## config.mk

```make
export PLATFORM = sky130hd
export DESIGN_NAME = noc_resp_tx
export DESIGN_NICKNAME = d
export VERILOG_FILES = /design/src/rtl/noc_pkg.sv /design/src/rtl/noc_sync_fifo.sv /design/src/rtl/noc_resp_tx.sv
export SDC_FILE = /design/constraint.sdc
export NUM_CORES = 1
export LEC_CHECK = 0
export BUFFER_PORTS_ARGS = -buffer_cell sky130_fd_sc_hd__buf_2
export CORE_ASPECT_RATIO = 1.4
export CORE_MARGIN = 2
export CORE_UTILIZATION = 60
export CTS_CLUSTER_DIAMETER = 100
export DETAILED_ROUTE_END_ITERATION = 10
export GPL_ROUTABILITY_DRIVEN = 0
export GPL_TIMING_DRIVEN = 0
export PLACE_DENSITY = 0.83
export SLEW_MARGIN = 20
export SYNTH_ARGS = -nofsm -noshare
export SYNTH_HDL_FRONTEND = slang
export SYNTH_SLANG_ARGS = --single-unit
```

## constraint.sdc

```tcl
create_clock -name clk -period 7.6 [get_ports clk]
set_input_delay 0 -clock clk [delete_from_list [all_inputs] [get_ports clk]]
set_output_delay 0 -clock clk [all_outputs]
set_load 0.005 [all_outputs]
```

## src/rtl/noc_pkg.sv

```systemverilog
// ---------------------------------------------------------------------------
// noc_pkg: shared NoC return-channel definitions.
//   Frame codes, length-byte constants, transmitter FSM states, the
//   response-header payload, and byte-formatting helpers.
// ---------------------------------------------------------------------------
package noc_pkg;

  // Frame codes occupy DataR[7:5]; the low five bits are always zero.
  localparam logic [2:0] NOC_IDLE       = 3'b000;
  localparam logic [2:0] NOC_READ       = 3'b001;
  localparam logic [2:0] NOC_READ_RESP  = 3'b010;
  localparam logic [2:0] NOC_WRITE      = 3'b011;
  localparam logic [2:0] NOC_WRITE_RESP = 3'b100;

  // Length byte of a read response is the data byte count.
  localparam logic [7:0] LEN_BYTE_1 = 8'h04;
  localparam logic [7:0] LEN_BYTE_2 = 8'h08;
  localparam logic [7:0] LEN_BYTE_3 = 8'h0C;

  typedef enum logic [2:0] {
    ST_IDLE,
    ST_FRAME,
    ST_RID,
    ST_LEN,
    ST_DATA,
    ST_END_CHK
  } tx_state_t;

  // Queued response request; len is already coerced to 1..3.
  typedef struct packed {
    logic       wr;
    logic [7:0] id;
    logic [1:0] len;
  } resp_hdr_t;

  function automatic logic [7:0] frame_byte(input logic [2:0] code);
    return {code, 5'b00000};
  endfunction

  function automatic logic [7:0] len_byte(input logic [1:0] len);
    case (len)
      2'd2:    return LEN_BYTE_2;
      2'd3:    return LEN_BYTE_3;
      default: return LEN_BYTE_1;
    endcase
  endfunction

  // Byte idx of a word, byte 0 = [7:0].
  function automatic logic [7:0] word_byte(input logic [31:0] w, input logic [1:0] idx);
    return w[{idx, 3'b000} +: 8];
  endfunction

endpackage

```

## src/rtl/noc_sync_fifo.sv

```systemverilog
// ---------------------------------------------------------------------------
// noc_sync_fifo: single-clock FIFO with occupancy count.
//   clk, rst   : clock, asynchronous active-high reset (empties the FIFO)
//   i_push     : write request, ignored (dropped) while full
//   i_wdata    : write data
//   i_pop      : read request, ignored while empty
//   o_rdata    : head entry (valid while o_count != 0)
//   o_full     : DEPTH entries held
//   o_count    : entries held, 0..DEPTH
// ---------------------------------------------------------------------------
module noc_sync_fifo #(
  parameter int unsigned WIDTH = 8,
  parameter int unsigned DEPTH = 4
) (
  input  logic                     clk,
  input  logic                     rst,
  input  logic                     i_push,
  input  logic [WIDTH-1:0]         i_wdata,
  input  logic                     i_pop,
  output logic [WIDTH-1:0]         o_rdata,
  output logic                     o_full,
  output logic [$clog2(DEPTH):0]   o_count
);

  localparam int unsigned AW = $clog2(DEPTH);
  localparam int unsigned CW = AW + 1;

  logic [WIDTH-1:0] r_mem [DEPTH];
  logic [AW-1:0]    r_wr_ptr;
  logic [AW-1:0]    r_rd_ptr;
  logic [CW-1:0]    r_count;
  logic             w_push_ok;
  logic             w_pop_ok;

  // A push while full is dropped even if a pop happens in the same cycle.
  assign o_full    = (r_count == CW'(DEPTH));
  assign w_push_ok = i_push && !o_full;
  assign w_pop_ok  = i_pop && (r_count != '0);
  assign o_rdata   = r_mem[r_rd_ptr];
  assign o_count   = r_count;

  // Storage needs no reset; the pointers define validity.
  always_ff @(posedge clk) begin
    if (w_push_ok) r_mem[r_wr_ptr] <= i_wdata;
  end

  // Pointers wrap naturally at the power-of-two depth.
  always_ff @(posedge clk or posedge rst) begin
    if (rst) begin
      r_wr_ptr <= '0;
      r_rd_ptr <= '0;
      r_count  <= '0;
    end else begin
      if (w_push_ok) r_wr_ptr <= r_wr_ptr + AW'(1);
      if (w_pop_ok)  r_rd_ptr <= r_rd_ptr + AW'(1);
      case ({w_push_ok, w_pop_ok})
        2'b10:   r_count <= r_count + CW'(1);
        2'b01:   r_count <= r_count - CW'(1);
        default: r_count <= r_count;
      endcase
    end
  end

endmodule

```

## src/rtl/noc_resp_tx.sv

```systemverilog
// ---------------------------------------------------------------------------
// noc_resp_tx: serializes queued read/write responses onto CmdR/DataR.
//   clk, rst     : clock, asynchronous active-high reset
//   req_valid/req_ready/req_wr/req_id/req_len : response header push
//   rdata_valid/rdata/rdata_full              : read-data word push
//   CmdR, DataR  : registered return channel (idle = 1 / 8'h00)
//   busy         : a packet byte is on the channel
//   ovf          : sticky, a word was dropped because the word FIFO was full
// ---------------------------------------------------------------------------
module noc_resp_tx
  import noc_pkg::*;
#(
  parameter int unsigned HDR_DEPTH  = 4,
  parameter int unsigned DATA_DEPTH = 8
) (
  input  logic        clk,
  input  logic        rst,
  input  logic        req_valid,
  output logic        req_ready,
  input  logic        req_wr,
  input  logic [7:0]  req_id,
  input  logic [1:0]  req_len,
  input  logic        rdata_valid,
  input  logic [31:0] rdata,
  output logic        rdata_full,
  output logic        CmdR,
  output logic [7:0]  DataR,
  output logic        busy,
  output logic        ovf
);

  localparam int unsigned HW  = $bits(resp_hdr_t);
  localparam int unsigned HCW = $clog2(HDR_DEPTH) + 1;
  localparam int unsigned DCW = $clog2(DATA_DEPTH) + 1;

  resp_hdr_t        w_hdr_in;
  resp_hdr_t        w_head;
  logic [HW-1:0]    w_hdr_rdata;
  logic [HCW-1:0]   w_hdr_cnt;
  logic             w_hdr_full;
  logic [31:0]      w_word;
  logic [DCW-1:0]   w_word_cnt;
  logic             w_word_full;

  tx_state_t        r_state;
  logic             r_cmdr;
  logic [7:0]       r_datar;
  logic             r_busy;
  logic             r_ovf;
  logic             r_wr;
  logic [7:0]       r_id;
  logic [1:0]       r_len;
  logic [3:0]       r_byte_cnt;

  logic             w_eligible;
  logic             w_last;
  logic [3:0]       w_next_idx;
  logic             w_pkt_end;
  logic             w_start;
  logic             w_word_pop;

  // Header capture; a zero length is treated as one word.
  always_comb begin
    w_hdr_in     = '0;
    w_hdr_in.wr  = req_wr;
    w_hdr_in.id  = req_id;
    w_hdr_in.len = (req_len == 2'd0) ? 2'd1 : req_len;
  end

  assign w_head = resp_hdr_t'(w_hdr_rdata);

  noc_sync_fifo #(.WIDTH(HW), .DEPTH(HDR_DEPTH)) u_hdr_fifo (
    .clk     (clk),
    .rst     (rst),
    .i_push  (req_valid),
    .i_wdata (w_hdr_in),
    .i_pop   (w_start),
    .o_rdata (w_hdr_rdata),
    .o_full  (w_hdr_full),
    .o_count (w_hdr_cnt)
  );

  noc_sync_fifo #(.WIDTH(32), .DEPTH(DATA_DEPTH)) u_word_fifo (
    .clk     (clk),
    .rst     (rst),
    .i_push  (rdata_valid),
    .i_wdata (rdata),
    .i_pop   (w_word_pop),
    .o_rdata (w_word),
    .o_full  (w_word_full),
    .o_count (w_word_cnt)
  );

  // A packet may start only once all of its data words are queued.
  always_comb begin
    w_eligible = 1'b0;
    if (w_hdr_cnt != '0) w_eligible = w_head.wr || (w_word_cnt >= DCW'(w_head.len));
  end

  // The end-of-packet check resolves in the last byte's cycle so that a
  // following packet's frame byte comes out with no idle gap.
  assign w_last     = (r_byte_cnt == 4'({r_len, 2'b00} - 4'd1));
  assign w_next_idx = r_byte_cnt + 4'd1;
  assign w_pkt_end  = ((r_state == ST_RID) && r_wr) ||
                      ((r_state == ST_DATA) && w_last) ||
                      (r_state == ST_END_CHK);
  assign w_start    = w_eligible && ((r_state == ST_IDLE) || w_pkt_end);
  // Pop a word as its byte 3 is loaded; the next load then sees the next word.
  assign w_word_pop = (r_state == ST_DATA) && !w_last && (w_next_idx[1:0] == 2'd3);

  // Transmit FSM; the state names the byte currently on the channel.
  always_ff @(posedge clk or posedge rst) begin
    if (rst) begin
      r_state    <= ST_IDLE;
      r_cmdr     <= 1'b1;
      r_datar    <= frame_byte(NOC_IDLE);
      r_busy     <= 1'b0;
      r_ovf      <= 1'b0;
      r_wr       <= 1'b0;
      r_id       <= '0;
      r_len      <= 2'd1;
      r_byte_cnt <= '0;
    end else begin
      if (rdata_valid && w_word_full) r_ovf <= 1'b1;
      if (w_start) begin
        r_state <= ST_FRAME;
        r_cmdr  <= 1'b1;
        r_datar <= frame_byte(w_head.wr ? NOC_WRITE_RESP : NOC_READ_RESP);
        r_busy  <= 1'b1;
        r_wr    <= w_head.wr;
        r_id    <= w_head.id;
        r_len   <= w_head.len;
      end else if (w_pkt_end) begin
        r_state <= ST_IDLE;
        r_cmdr  <= 1'b1;
        r_datar <= frame_byte(NOC_IDLE);
        r_busy  <= 1'b0;
      end else begin
        case (r_state)
          ST_FRAME: begin
            r_state <= ST_RID;
            r_cmdr  <= 1'b0;
            r_datar <= r_id;
          end
          ST_RID: begin
            r_state <= ST_LEN;
            r_datar <= len_byte(r_len);
          end
          ST_LEN: begin
            r_state    <= ST_DATA;
            r_byte_cnt <= '0;
            r_datar    <= word_byte(w_word, 2'd0);
          end
          ST_DATA: begin
            r_byte_cnt <= w_next_idx;
            r_datar    <= word_byte(w_word, w_next_idx[1:0]);
          end
          default: begin
          end
        endcase
      end
    end
  end

  assign req_ready  = !w_hdr_full;
  assign rdata_full = w_word_full;
  assign CmdR       = r_cmdr;
  assign DataR      = r_datar;
  assign busy       = r_busy;
  assign ovf        = r_ovf;

endmodule

```

; After elaboration in Yosys (flattened, before gate mapping)
; Memories as Yosys holds them, arrays and structs flattened.
; Cells that the tools add are included.
[word_totals]
reg_bits = 46
ram_bits = 300
inputBits = 47
out_inout_bits = 13
elab_cells = 97
memories = 2
[memory_table]
columns = memory, words, word_bits, rd, rd_clocked_by_memory_dff, wr, line_no
row1 = u_word_fifo.r_mem, 8, 32, 1, 0, 1, noc_sync_fifo.sv:28  ; logic [WIDTH-1:0] r_mem [DEPTH];
row2 = u_hdr_fifo.r_mem, 4, 11, 1, 0, 1, noc_sync_fifo.sv:28
[op_classes]
add_sub_neg = 10
magnitude_cmp = 1
n_eq_ne = 15
shift = 1
muxes = 22
bitwise = 2
n_reduce_logical = 29
[op_table]
columns = operator, n
row1 = $pmux 8 s4, 1
row2 = $shiftx 32x6->8, 1
row3 = $pmux 4 s2, 3
row4 = $mux 8, 2
row5 = $eq 2x2->1 const B, 5
row6 = $logic_and 1x1->1, 10
row7 = $mux 1, 10
row8 = $add 3x1->3 const B, 3
row9 = $eq 3x3->1 const B, 3
row10 = $mux 3, 3
row11 = $pmux 3 s3, 1
row12 = $add 4x1->4 const B, 2
row13 = $reduce_bool 2->1, 4
row14 = $sub 4x1->4 const B, 2
row15 = $eq 3x2->1 const B, 2
row16 = $pmux 3 s2, 1
row17 = $reduce_bool 3->1, 2
row18 = $reduce_bool 6->1, 1
row19 = $reduce_bool 5->1, 1
row20 = $add 2x1->2 const B, 2
row21 = $eq 2x1->1 const B, 2
row22 = $eq 4x4->1, 1
row23 = $eq 4x4->1 const B, 1
row24 = $ge 4x2->1, 1
row25 = 10 further kinds, 16

; Depth between registers and ports, before layout
; Gate-level depths: netlist of the first run.
[depth]
word_depth = 10
mapped_depth = 15
ltp_nobuf = 13

; Cells and area by module
; From an unflattened synthesis of the first run, not the netlist that was laid out.
[unflattened]
cells_unflattened = 728
area_unflattened_um2 = 14421.3
[by_module_without_submodules]
columns = mod, n_inst, cells_each, area_per_inst_um2, seq_area_each_um2
row1 = noc_sync_fifo (u_word_fifo), 1, 437, 10376.2, 7937.6
row2 = noc_resp_tx, 1, 197, 2024.4, 728.2
row3 = noc_sync_fifo (u_hdr_fifo), 1, 94, 2020.7, 1496.4

; Least setup slack after synthesis of the first run
; OpenSTA, ideal clock, no wires.
[synth_timing]
path_kind = register to register
from = reg u_word_fifo.r_count[3], in the netlist u_word_fifo.o_count[3]
to = mem u_word_fifo.r_mem[0][0], enable pin
setup_time_ps = 502
t_arrival_ps = 4102
t_required_ps = 7098
path_slack_ps = 2997
path_stages_with_launch = 5
n_path_buf = 0
period_less_slack_ps = 4603
path_cell_list = dfrtp_1 -> nor4b_1 -> nor2b_1 -> clkinv_1 -> nor4_1
[synth_via]
elab_chain_len = 5
[synth_lines]
columns = item, line_no
row1 = "start, declared", noc_sync_fifo.sv:31  ; logic [CW-1:0] r_count;
row2 = "start signal, assigned", noc_sync_fifo.sv:57  ; 2'b10: r_count <= r_count + CW'(1);
row3 = "start signal, assigned", noc_sync_fifo.sv:58  ; 2'b01: r_count <= r_count - CW'(1);
row4 = "start signal, assigned", noc_sync_fifo.sv:59  ; default: r_count <= r_count;
row5 = $eq 4x4->1, noc_sync_fifo.sv:36  ; assign o_full = (r_count == CW'(DEPTH));
row6 = net rdata_full, noc_resp_tx.sv:25  ; output logic rdata_full,
row7 = $logic_not 1->1, noc_sync_fifo.sv:37  ; assign w_push_ok = i_push && !o_full;
row8 = $logic_and 1x1->1, noc_sync_fifo.sv:37
row9 = $mux 1, noc_sync_fifo.sv:44  ; if (w_push_ok) r_mem[r_wr_ptr] <= i_wdata;
row10 = $mux 1 (implied by the code), noc_sync_fifo.sv:44
row11 = "end, declared", noc_sync_fifo.sv:28
; The timed path passes the listed nets, and every way through them passes these cells.

; Worst setup path in the final report of the first run
[layout_timing]
from = reg u_hdr_fifo.r_rd_ptr[1]
to = reg u_hdr_fifo.r_count[2], in the netlist u_hdr_fifo.o_count[2]
[layout_via]
elab_chain_len = 8
word_cells_on_any_way = 10
cone_classes = order compare: 1 / eq/ne: 2 / mux: 2 / reduce/logical: 4 / memory: 1
[layout_lines]
columns = item, line_no
row1 = "start, declared", noc_sync_fifo.sv:30  ; logic [AW-1:0] r_rd_ptr;
row2 = "start signal, assigned", noc_sync_fifo.sv:55  ; if (w_pop_ok) r_rd_ptr <= r_rd_ptr + AW'(1);
row3 = $mem_v2 4x11 (*), --
row4 = $ge 4x2->1, noc_resp_tx.sv:97  ; if (w_hdr_cnt != '0) w_eligible = w_head.wr || (w_word_cnt >= DCW'(w_head.len));
row5 = $logic_or 1x1->1 (*), noc_resp_tx.sv:97
row6 = $mux 1 (*), noc_resp_tx.sv:97
row7 = $logic_and 1x1->1 (*), noc_resp_tx.sv:107  ; assign w_start = w_eligible && ((r_state == ST_IDLE) || w_pkt_end);
row8 = $logic_and 1x1->1 (*), noc_sync_fifo.sv:38  ; assign w_pop_ok = i_pop && (r_count != '0);
row9 = net u_hdr_fifo.w_pop_ok, noc_sync_fifo.sv:33  ; logic w_pop_ok;
row10 = $eq 2x1->1 or $eq 2x2->1 (tied branches), noc_sync_fifo.sv:56  ; case ({w_push_ok, w_pop_ok})
row11 = $pmux 3 s2 or $reduce_bool 2->1 (tied branches), --
row12 = "end signal, assigned", noc_sync_fifo.sv:57
row13 = "end signal, assigned", noc_sync_fifo.sv:58
row14 = "end signal, assigned", noc_sync_fifo.sv:59
row15 = "end, declared", noc_sync_fifo.sv:31
; The timed path passes the listed nets; every way through them passes the cells marked *.
; A chain may end at the register's enable or synchronous reset.

==> run metrics, run 1 <==
Hold Path Sink=ovf; Slew Limit Headroom=0.354; CTS clock-pin slew for the worst setup and hold paths=0.07 ns; routed len/inst=25.3 µm; number of synthesized flops with an enable pin=300; antenna violation net count after detailed routing=0; CTS Buf Count=29; post-CTS setup buffer count=0; Total Routing Usage GR=0.259; Max Fclk=0.270 GHz; fin. max-slew vios=0; CP Cell Sequence=buf_1 > mux4_2 > inv_1 > ha_1 > a2111oi_2 > a21oi_2 > nand2_2 > buf_6 > inv_1 > ha_1 > inv_1 > fa_1 > xor2_1 > nor2_1 > xor2_1; dominant synthesized flop cell=edfxtp_1; Yosys reg bits=346; first-pass GRT wire length=47300 µm; Lkg Pwr=5.77 nW; TritonCTS clock tree=yes; die area=0.0244 mm²; CTS H-tree depth=1; outcome=completed; net count after synthesis=791; Max-Cap Viols=0; Worst Reg2Reg Path Length in Cells=15; Core Region=0.0227 mm²; number of cell rows=65; Net count, final=960; most frequent CP cell=inv_1; Clock Tree Root=clkbuf_16; Hold Crit Start=rdata_valid; Worst path max stage delay=0.49 ns; Die Y=184 µm; register-to-register setup slack=3.90 ns; Synth area leaders=edfxtp_1, mux4_2, dfrtp_1; async set-reset flop share out of synthesis=0.133; synth unique cells=56; worst setup path category=reg -> reg; hold_ws=0.206 ns; RR Endpoint=u_hdr_fifo.o_count[2]; Worst Path Max Fanout=10; total grt overflow=0; hold depth=3; most common cell in the netlist=edfxtp_1; pwr/cell area=381 mW/mm²; total chip power=6.22 mW; Critical-path top delay cell=a2111oi_2; vias in the first global route=8210; cell count after synthesis=725; clock sink count=346; Cell Area, Synth=0.0139 mm²; I/O pin cnt=60; WL final=30800 µm; final period utilization=0.487; minimum clock period after layout=3.70 ns; Synth top cells by count=edfxtp_1, mux4_2, dfrtp_1, nand2_1, o21ai_0; Finished Core Util=0.721; Final Setup Violations=0; layout cells sized above 1=0.269; critical path depth=15; WP buf/inv=5; CP delay by family, top=buffers and inverters; worst setup path startpoint=u_hdr_fifo.r_rd_ptr[1]; worst flop-to-flop path startpoint=u_hdr_fifo.r_rd_ptr[1]; Worst Setup End Kind=flop; post-DP HPWL=20300 µm; effective utilization at floorplan=0.613; Worst VDD drop=0.000279 V; clk_skew=0.0163 ns; Worst EP arrival=4.12 ns; Die Wd=133 µm; Initial DRT Pass Iterations=5; Synth-to-Final Area Change=17.5%; top cell type by total area after synthesis=edfxtp_1; I/O Buffers=59; 1st-iter DRT viols=964; deepest clock path buffer count=3; critical path launch point type=flop; worst-skew pair later-pin latency=0.54 ns; final hold vios=0; initial antenna violation count=0; Syn. warnings=0; vias per cell=6.36; WP data required=8.02 ns; Worst Max-Slew Pin Slew=0.969 ns; post-synthesis sequential area ratio=0.731; Synth top area share=0.648; RSZ-0062 raised after global routing=no; via count=7743; mean area per synthesized cell=19.2 µm²; ant diodes=0; drt drc=0; pin count of the biggest net entering global routing=32; Hold WC Path Type=in -> reg
## final cells by class
type,instances,area [µm²]
fill,1241,6340
tap,301,377
buffer,33,180
multi-input combinational,325,3540
clock buffer,40,767
clock inverter,13,138
sequential,346,10200
inverter,21,78.8
timing repair buffer,138,1110
## per-layer routing
metal | wire length [µm] | track usage | vias up
li1 | - | - | 3266
met4 | 1230 | 0.105 | 0
met2 | 16100 | 0.457 | 468
met1 | 10800 | 0.322 | 3904
met3 | 2710 | 0.0454 | 105
met5 | 0 | 0 | -
## worst reg2reg max path, cell delays in order, from the launching register on
cell and delay [ns]:
dfrtp_1 0.40, buf_1 0.48, mux4_2 0.42, inv_1 0.07, ha_1 0.24, a2111oi_2 0.49
a21oi_2 0.17, nand2_2 0.19, buf_6 0.20, inv_1 0.07, ha_1 0.21, inv_1 0.09
fa_1 0.19, xor2_1 0.14, nor2_1 0.07, xor2_1 0.14
## worst max path at each step
stage	endpoint	slack [ns]
3_3_place_gp	u_word_fifo.r_mem[0][9]	-0.19
4_1_cts	u_hdr_fifo.o_count[2]	3.89
2_1_floorplan	u_word_fifo.r_mem[0][0]	3.00
5_1_grt	u_hdr_fifo.o_count[1]	3.55
6_report	u_hdr_fifo.o_count[2]	3.90
3_5_place_dp	u_hdr_fifo.o_count[2]	3.92
## timing repair
action	CTS	global route
hold buffers	48	0
resized for setup	0	0
endpoints found under the hold margin	351	0
## flip-flops by register name (all words and copies together) (netlist names), 4 cells and up
name                 flops
u_hdr_fifo.r_mem        44
r_id                     8
r_byte_cnt               4
u_word_fifo.r_mem      256
u_word_fifo.o_count      4
DataR                    8
## power breakdown
group / internal [mW] / total (mW) / switching, mW
clock network: 0.807 / 1.44 / 0.637
registers: 2.46 / 2.64 / 0.178
logic: 0.931 / 2.14 / 1.21
## per-stage QoR
stage | std cells | TNS (ns) | area [µm²] | setup WS (ns)
4_1_cts | 1217 | 0 | 16300 | 3.89
2_1_floorplan | 725 | 0 | 13900 | 3.00
3_5_place_dp | 1116 | 0 | 15000 | 3.92
6_report | 1217 | 0 | 16300 | 3.90
5_1_grt | 1217 | 0 | 16300 | 3.55
3_3_place_gp | 1085 | -5.76 | 14600 | -0.187
## cells in the final DEF (no fill, tap or decap), types with 7 or more instances in the layout
master,count
clkbuf_16,29
nor2_1,15
ha_1,17
dfrtp_1,44
nand3_1,9
mux2i_1,17
mux4_2,73
o21ai_0,27
edfxtp_1,300
dlygate4sd3_1,48
nand2_1,28
xnor2_1,10
buf_4,21
and3_1,7
a21oi_1,19
buf_2,75
nand2b_1,8
clkbuf_1,24
inv_1,19
a22oi_1,15
## kinds of logic after synthesis
logic type,count (synthesis),share of synthesized area
flip-flops,346,0.731
multiplexers,103,0.144
AO/OA/AOI/OAI,93,0.0443
AND/OR/NAND/NOR,93,0.0327
buffers and inverters,54,0.0186
adder cells (fa/ha/maj),19,0.0182
XOR/XNOR,17,0.0112
(Power assumes the default switching activity.)
==> inputs of run 2 (changes only) <==
- ABC_AREA: not set -> 1
- clock period: 7.6 -> 3.45 ns (I/O delays scaled with it)
==> run 2 against run 1 <==
Net effect: die area rose by 5.2%; via count increased by 37%; sequential power is 110% higher; critical path type unchanged; largest cell class unchanged.
==> run metrics, run 2 <==
outcome=completed; Core Region=0.0240 mm² (+5.7%); Die Y=189 µm (+2.6%); Initial DRT Pass Iterations=6 (+1); async set-reset flop share out of synthesis=0.133 (unchanged); 1st-iter DRT viols=1302 (+35%); CP Cell Sequence=inv_1 > ha_1 > nand2_1 > nand2_1 > nor2_1 > nand3_1 > nand2_1 > nor2_1 > nand3_1 > inv_2 > ha_1 > ha_1 > nand2_1 > nor2_1 > a211oi_2 > nor2_1 > nor2_1 > nand2_1 > xor2_1; deepest clock path buffer count=3 (unchanged); synth unique cells=38 (-32%); Synth top cells by count=nand2_1, edfxtp_1, nor2_1, nand3_1, inv_1; CP delay by family, top=simple AND/OR/NAND/NOR gates; final period utilization=0.919 (+0.432); total grt overflow=0 (unchanged); clk_skew=0.0127 ns (-0.00363 ns); initial antenna violation count=0 (unchanged); Total Routing Usage GR=0.297 (+0.0372); minimum clock period after layout=3.17 ns (-0.527 ns); via count=10.6k (+37%); Worst EP arrival=3.61 ns (-0.51 ns); WP buf/inv=2 (-3); Worst Setup End Kind=flop; Max-Cap Viols=0 (unchanged); Critical-path top delay cell=dfstp_2; Worst VDD drop=0.000571 V (+110%); Worst Max-Slew Pin Slew=1.13 ns (+0.159 ns); CTS Buf Count=30 (+3.4%); clock sink count=346 (unchanged); max reg flops=256 (unchanged); Clock Tree Root=clkbuf_16; WP data required=3.89 ns (-4.13 ns); final hold vios=0 (unchanged); worst setup path category=reg -> reg; Hold WC Path Type=in -> reg; critical path launch point type=flop; CTS clock-pin slew for the worst setup and hold paths=0.07 ns (about the same); Net count, final=1566 (+63%); worst-skew pair later-pin latency=0.56 ns (+0.02 ns); Cell Area, Synth=0.0147 mm² (+5.4%); TritonCTS clock tree=yes; Synth area leaders=edfxtp_1, nand2_1, dfrtp_1; I/O pin cnt=60 (unchanged); Slew Limit Headroom=0.245 (-0.109); antenna violation net count after detailed routing=0 (unchanged); Syn. warnings=0 (unchanged); net count after synthesis=1416 (+79%); layout cells sized above 1=0.126 (-0.143); effective utilization at floorplan=0.611 (-0.00160); Biggest register=u_word_fifo.r_mem; dpl cells=1728 (+55%); cell count after synthesis=1350 (+86%); first-pass GRT wire length=57300 µm (+21%); Lkg Pwr=6.92 nW (+20%); hold_ws=0.202 ns (-0.00398 ns); total chip power=13.4 mW (+120%); commonest non-fill, non-tap cell in the layout=nand2_1; Yosys reg bits=346 (unchanged); Synth-to-Final Area Change=17.3%; RSZ-0062 raised after global routing=no; WL final=37600 µm (+22%); vias in the first global route=11.0k (+34%); ant diodes=0 (unchanged); I/O Buffers=59 (unchanged); register-to-register setup slack=0.28 ns (-3.62 ns); Max Fclk=0.315 GHz (+17%); fin. max-slew vios=0 (unchanged); Worst path max stage delay=0.55 ns (+0.06 ns); most frequent cells in the layout=nand2_1, edfxtp_1, nor2_1; vias per cell=5.80 (-8.8%); top flop regs=u_word_fifo.r_mem x256, u_hdr_fifo.r_mem x44; most common cell in the netlist=nand2_1; routed len/inst=20.5 µm (-19%); pin count of the biggest net entering global routing=35 (+9.4%); mean area per synthesized cell=10.9 µm² (-43%); Die Wd=136 µm (+2.6%); setup_tns=0 ns (unchanged); number of cell rows=67 (+3.1%); drt drc=0 (unchanged); CTS H-tree depth=1 (unchanged); post-DP HPWL=24000 µm (+18%); pwr/cell area=781 mW/mm² (+110%); die area=0.0257 mm² (+5.2%); top cell type by total area after synthesis=edfxtp_1; Final Setup Violations=0 (unchanged); post-synthesis sequential area ratio=0.693 (-0.0373); Worst Path Max Fanout=4 (-6); final non-filler cell total=1834 (+51%); Synth top area share=0.614 (-0.0331); dominant synthesized flop cell=edfxtp_1; number of synthesized flops with an enable pin=300 (unchanged); Finished Core Util=0.717 (-0.00339)
run 2: what timing repair did:
action / CTS / global route
pin swaps: 0 / 1
buffers inserted: 0 / 3
resized for setup: 2 / 9
endpoints found under the hold margin: 352 / 0
endpoints found under the setup margin: 1 / 3
hold buffers: 48 / 0
run 2: layer usage:
layer	track usage	part of all wire	vias up
met3	0.0562	0.10	180
met4	0.174	0.065	0
li1	-	-	4840
met1	0.333	0.32	4937
met5	0	0	-
met2	0.521	0.51	684
run 2: final timing paths:
| check | startpoint | to | depth (start not counted) |
|---|---|---|---|
| worst max-delay path | r_len[0] | u_word_fifo.o_count[3] | 19 |
| worst min-delay path | req_id[7] | u_hdr_fifo.r_mem[0][9] | 2 |
| worst max register to register | r_len[0] | u_word_fifo.o_count[3] | 19 |
| worst min register to register | ovf | ovf | 1 |
| max in group asynchronous | rst | CmdR | 5 |
| min in group asynchronous | rst | u_hdr_fifo.r_wr_ptr[0] | 4 |
run 2: logic make-up (layout without fill, tap and decap cells):
group,after synthesis,in the layout,share of synthesized area
buffers and inverters,173,347,0.0486
AO/OA/AOI/OAI,122,122,0.0452
flip-flops,346,346,0.693
XOR/XNOR,12,12,0.00717
adder cells (fa/ha/maj),19,19,0.0172
AND/OR/NAND/NOR,678,678,0.189
run 2: report_power, final:
part,switching [mW],internal (mW)
logic,2.91,1.32
registers,0.288,5.39
clock network,1.49,2.04
run 2: final cells by class:
cell class,count,area (µm²)
clock inverters,16,155
well taps,310,388
plain buffers,59,288
fillers,1569,6780
repair buffers,119,1020
clock buffers,40,892
multi-input cells,831,3860
flip-flops and latches,346,10200
inverters,113,427
run 2: through the flow:
stage / instance area (µm²) / setup WS (ns)
after floorplan: 14700 / 0.467
after global placement: 15300 / -0.980
after detailed placement: 15600 / 0.00102
after CTS: 17200 / 0.0621
after global routing: 17200 / 0.0124
final: 17200 / 0.280
==> inputs of run 3 (changes only) <==
- GPL_TIMING_DRIVEN: 0 -> not set
==> run 3 against run 2 <==
Net effect: register-to-register slack about the same; wire length decreased by 13%; utilization fell by 1.7 points; largest power group unchanged.
==> run metrics, run 3 (same netlist as run 2, synthesis figures left out) <==
critical path launch point type=flop; Worst path max stage delay=0.58 ns (+0.03 ns); most frequent cells in the layout=nand2_1, edfxtp_1, nor2_1; vias per cell=5.68 (-2.1%); commonest non-fill, non-tap cell in the layout=nand2_1; die area=0.0257 mm² (unchanged); pin count of the biggest net entering global routing=142 (+310%); Hold Path Sink=u_hdr_fifo.r_mem[0][5]; ant diodes=0 (unchanged); Worst Path Max Fanout=12 (+8); final hold vios=0 (unchanged); I/O Buffers=59 (unchanged); register-to-register setup slack=0.29 ns (about the same); Biggest register=u_word_fifo.r_mem; CTS clock-pin slew for the worst setup and hold paths=0.07 ns (about the same); CTS Buf Count=30 (unchanged); routed length on met1=11800 µm (-2.5%); effective utilization at floorplan=0.611 (unchanged); vias in the first global route=10.3k (-6.3%); Max Fclk=0.316 GHz (+0.33%); drt drc=0 (unchanged); routed len/inst=18.4 µm (-10%); Max-Cap Viols=0 (unchanged); deepest clock path buffer count=3 (unchanged); met2 wire length=17400 µm (-9.7%); minimum clock period after layout=3.16 ns (-0.0104 ns); total grt overflow=0 (unchanged); outcome=completed; Die Y=189 µm (unchanged); post-DP HPWL=18400 µm (-23%); initial antenna violation count=0 (unchanged); CP Cell Sequence=inv_1 > o21ai_0 > o22ai_1 > ha_1 > inv_1 > nand2_1 > a21oi_1 > a21oi_1 > nand2_2 > inv_2 > ha_1 > inv_1 > fa_1 > a21oi_1 > o21ai_0 > xnor2_1; Synth-to-Final Area Change=14.6%; Die Wd=136 µm (unchanged); number of cell rows=67 (unchanged); DR WL met3=2470 µm (-34%); Lkg Pwr=6.71 nW (-3.0%); final period utilization=0.916 (-0.00301); pwr/cell area=768 mW/mm² (-1.7%); RR Endpoint=u_hdr_fifo.o_count[2]; max reg flops=256 (unchanged); Worst EP arrival=3.60 ns (about the same); 1st-iter DRT viols=1106 (-15%); final non-filler cell total=1782 (-2.8%); Worst VDD drop=0.000675 V (+18%); WL final=32800 µm (-13%); worst setup path category=reg -> reg; highest routed layer=met4; Core Region=0.0240 mm² (unchanged); I/O pin cnt=60 (unchanged); worst flop-to-flop path startpoint=u_hdr_fifo.r_rd_ptr[1]; Initial DRT Pass Iterations=5 (-1); Worst Reg2Reg Path Length in Cells=16 (-3); setup_tns=0 ns (unchanged); Total Routing Usage GR=0.260 (-0.0366); clock sink count=346 (unchanged); Finished Core Util=0.701 (-0.0166); WP data required=3.89 ns (about the same); Hold Crit Start=req_id[3]; layout cells sized above 1=0.113 (-0.0132); Net count, final=1515 (-3.3%); Worst Max-Slew Pin Slew=1.04 ns (-0.0906 ns); fin. max-slew vios=0 (unchanged); Clock Tree Root=clkbuf_16; RSZ-0062 raised after global routing=no; Worst Setup End Kind=flop; worst setup path startpoint=u_hdr_fifo.r_rd_ptr[1]; via count=10.1k (-4.8%); worst-skew pair later-pin latency=0.55 ns (about the same); post-CTS setup buffer count=0 (unchanged); hold depth=2 (unchanged); dpl cells=1681 (-2.7%); TritonCTS clock tree=yes; Final Setup Violations=0 (unchanged); Hold WC Path Type=in -> reg; CTS H-tree depth=1 (unchanged); Slew Limit Headroom=0.306 (+0.0607); Critical-path top delay cell=dfrtp_1; first-pass GRT wire length=51800 µm (-9.6%); clk_skew=0.0135 ns (+0.000789 ns); antenna violation net count after detailed routing=0 (unchanged); top flop regs=u_word_fifo.r_mem x256, u_hdr_fifo.r_mem x44
==> run 3: repair_timing <==
action                    CTS  global route
hold endpoints to repair  350             0
resized for setup           0             0
hold buffers               46             0
==> run 3: critical path: cells and delay by family (launching register included) <==
| family | cells | cell delay, ns |
|---|---|---|
| adders and majority gates | 3 | 0.87 |
| AOI/OAI and AO/OA | 6 | 0.78 |
| DFF | 1 | 0.58 |
| buffers and inverters | 4 | 0.49 |
| and+or+nand+nor | 2 | 0.21 |
| xor gates and xnor gates | 1 | 0.14 |
==> run 3: how the worst max path moves through the flow <==
stage / endpoint / slack, ns
after floorplan: u_hdr_fifo.o_count[2] / 0.47
after global placement: u_hdr_fifo.o_count[2] / 0.49
after detailed placement: u_hdr_fifo.o_count[2] / 0.39
after CTS: u_hdr_fifo.o_count[2] / 0.34
after global routing: u_hdr_fifo.o_count[2] / 0.06
final: u_hdr_fifo.o_count[2] / 0.29
==> run 3: report_power, final <==
part           switching [mW]  internal (mW)
registers               0.306           5.39
logic                    2.64           1.14
clock network            1.47           1.95
==> run 3: metrics by stage <==
stage | hold WS, ns | power (mW) | cell area [µm²] | worst slack [ns]
6_report | 0.199 | 12.9 | 16800 | 0.290
5_1_grt | 0.196 | 13.6 | 16800 | 0.0592
4_1_cts | 0.179 | 12.9 | 16800 | 0.338
3_5_place_dp | 0.217 | 9.41 | 15300 | 0.386
3_3_place_gp | 0.210 | 9.24 | 15300 | 0.494
2_1_floorplan | 0.0989 | 8.30 | 14700 | 0.467
==> run 3: layer usage <==
| metal | GRT usage | vias to the layer above |
|---|---|---|
| met2 | 0.474 | 458 |
| met1 | 0.302 | 4833 |
| li1 | - | 4734 |
| met4 | 0.107 | 0 |
| met5 | 0 | - |
| met3 | 0.0418 | 100 |
==> run 3: area by class of cell <==
class / count / area [µm²]
clock buffer: 34 / 787
fill: 1637 / 7180
tap: 310 / 388
inverter: 113 / 427
clock inverter: 21 / 223
sequential: 346 / 10200
multi-input combinational: 831 / 3850
timing repair buffer: 127 / 958
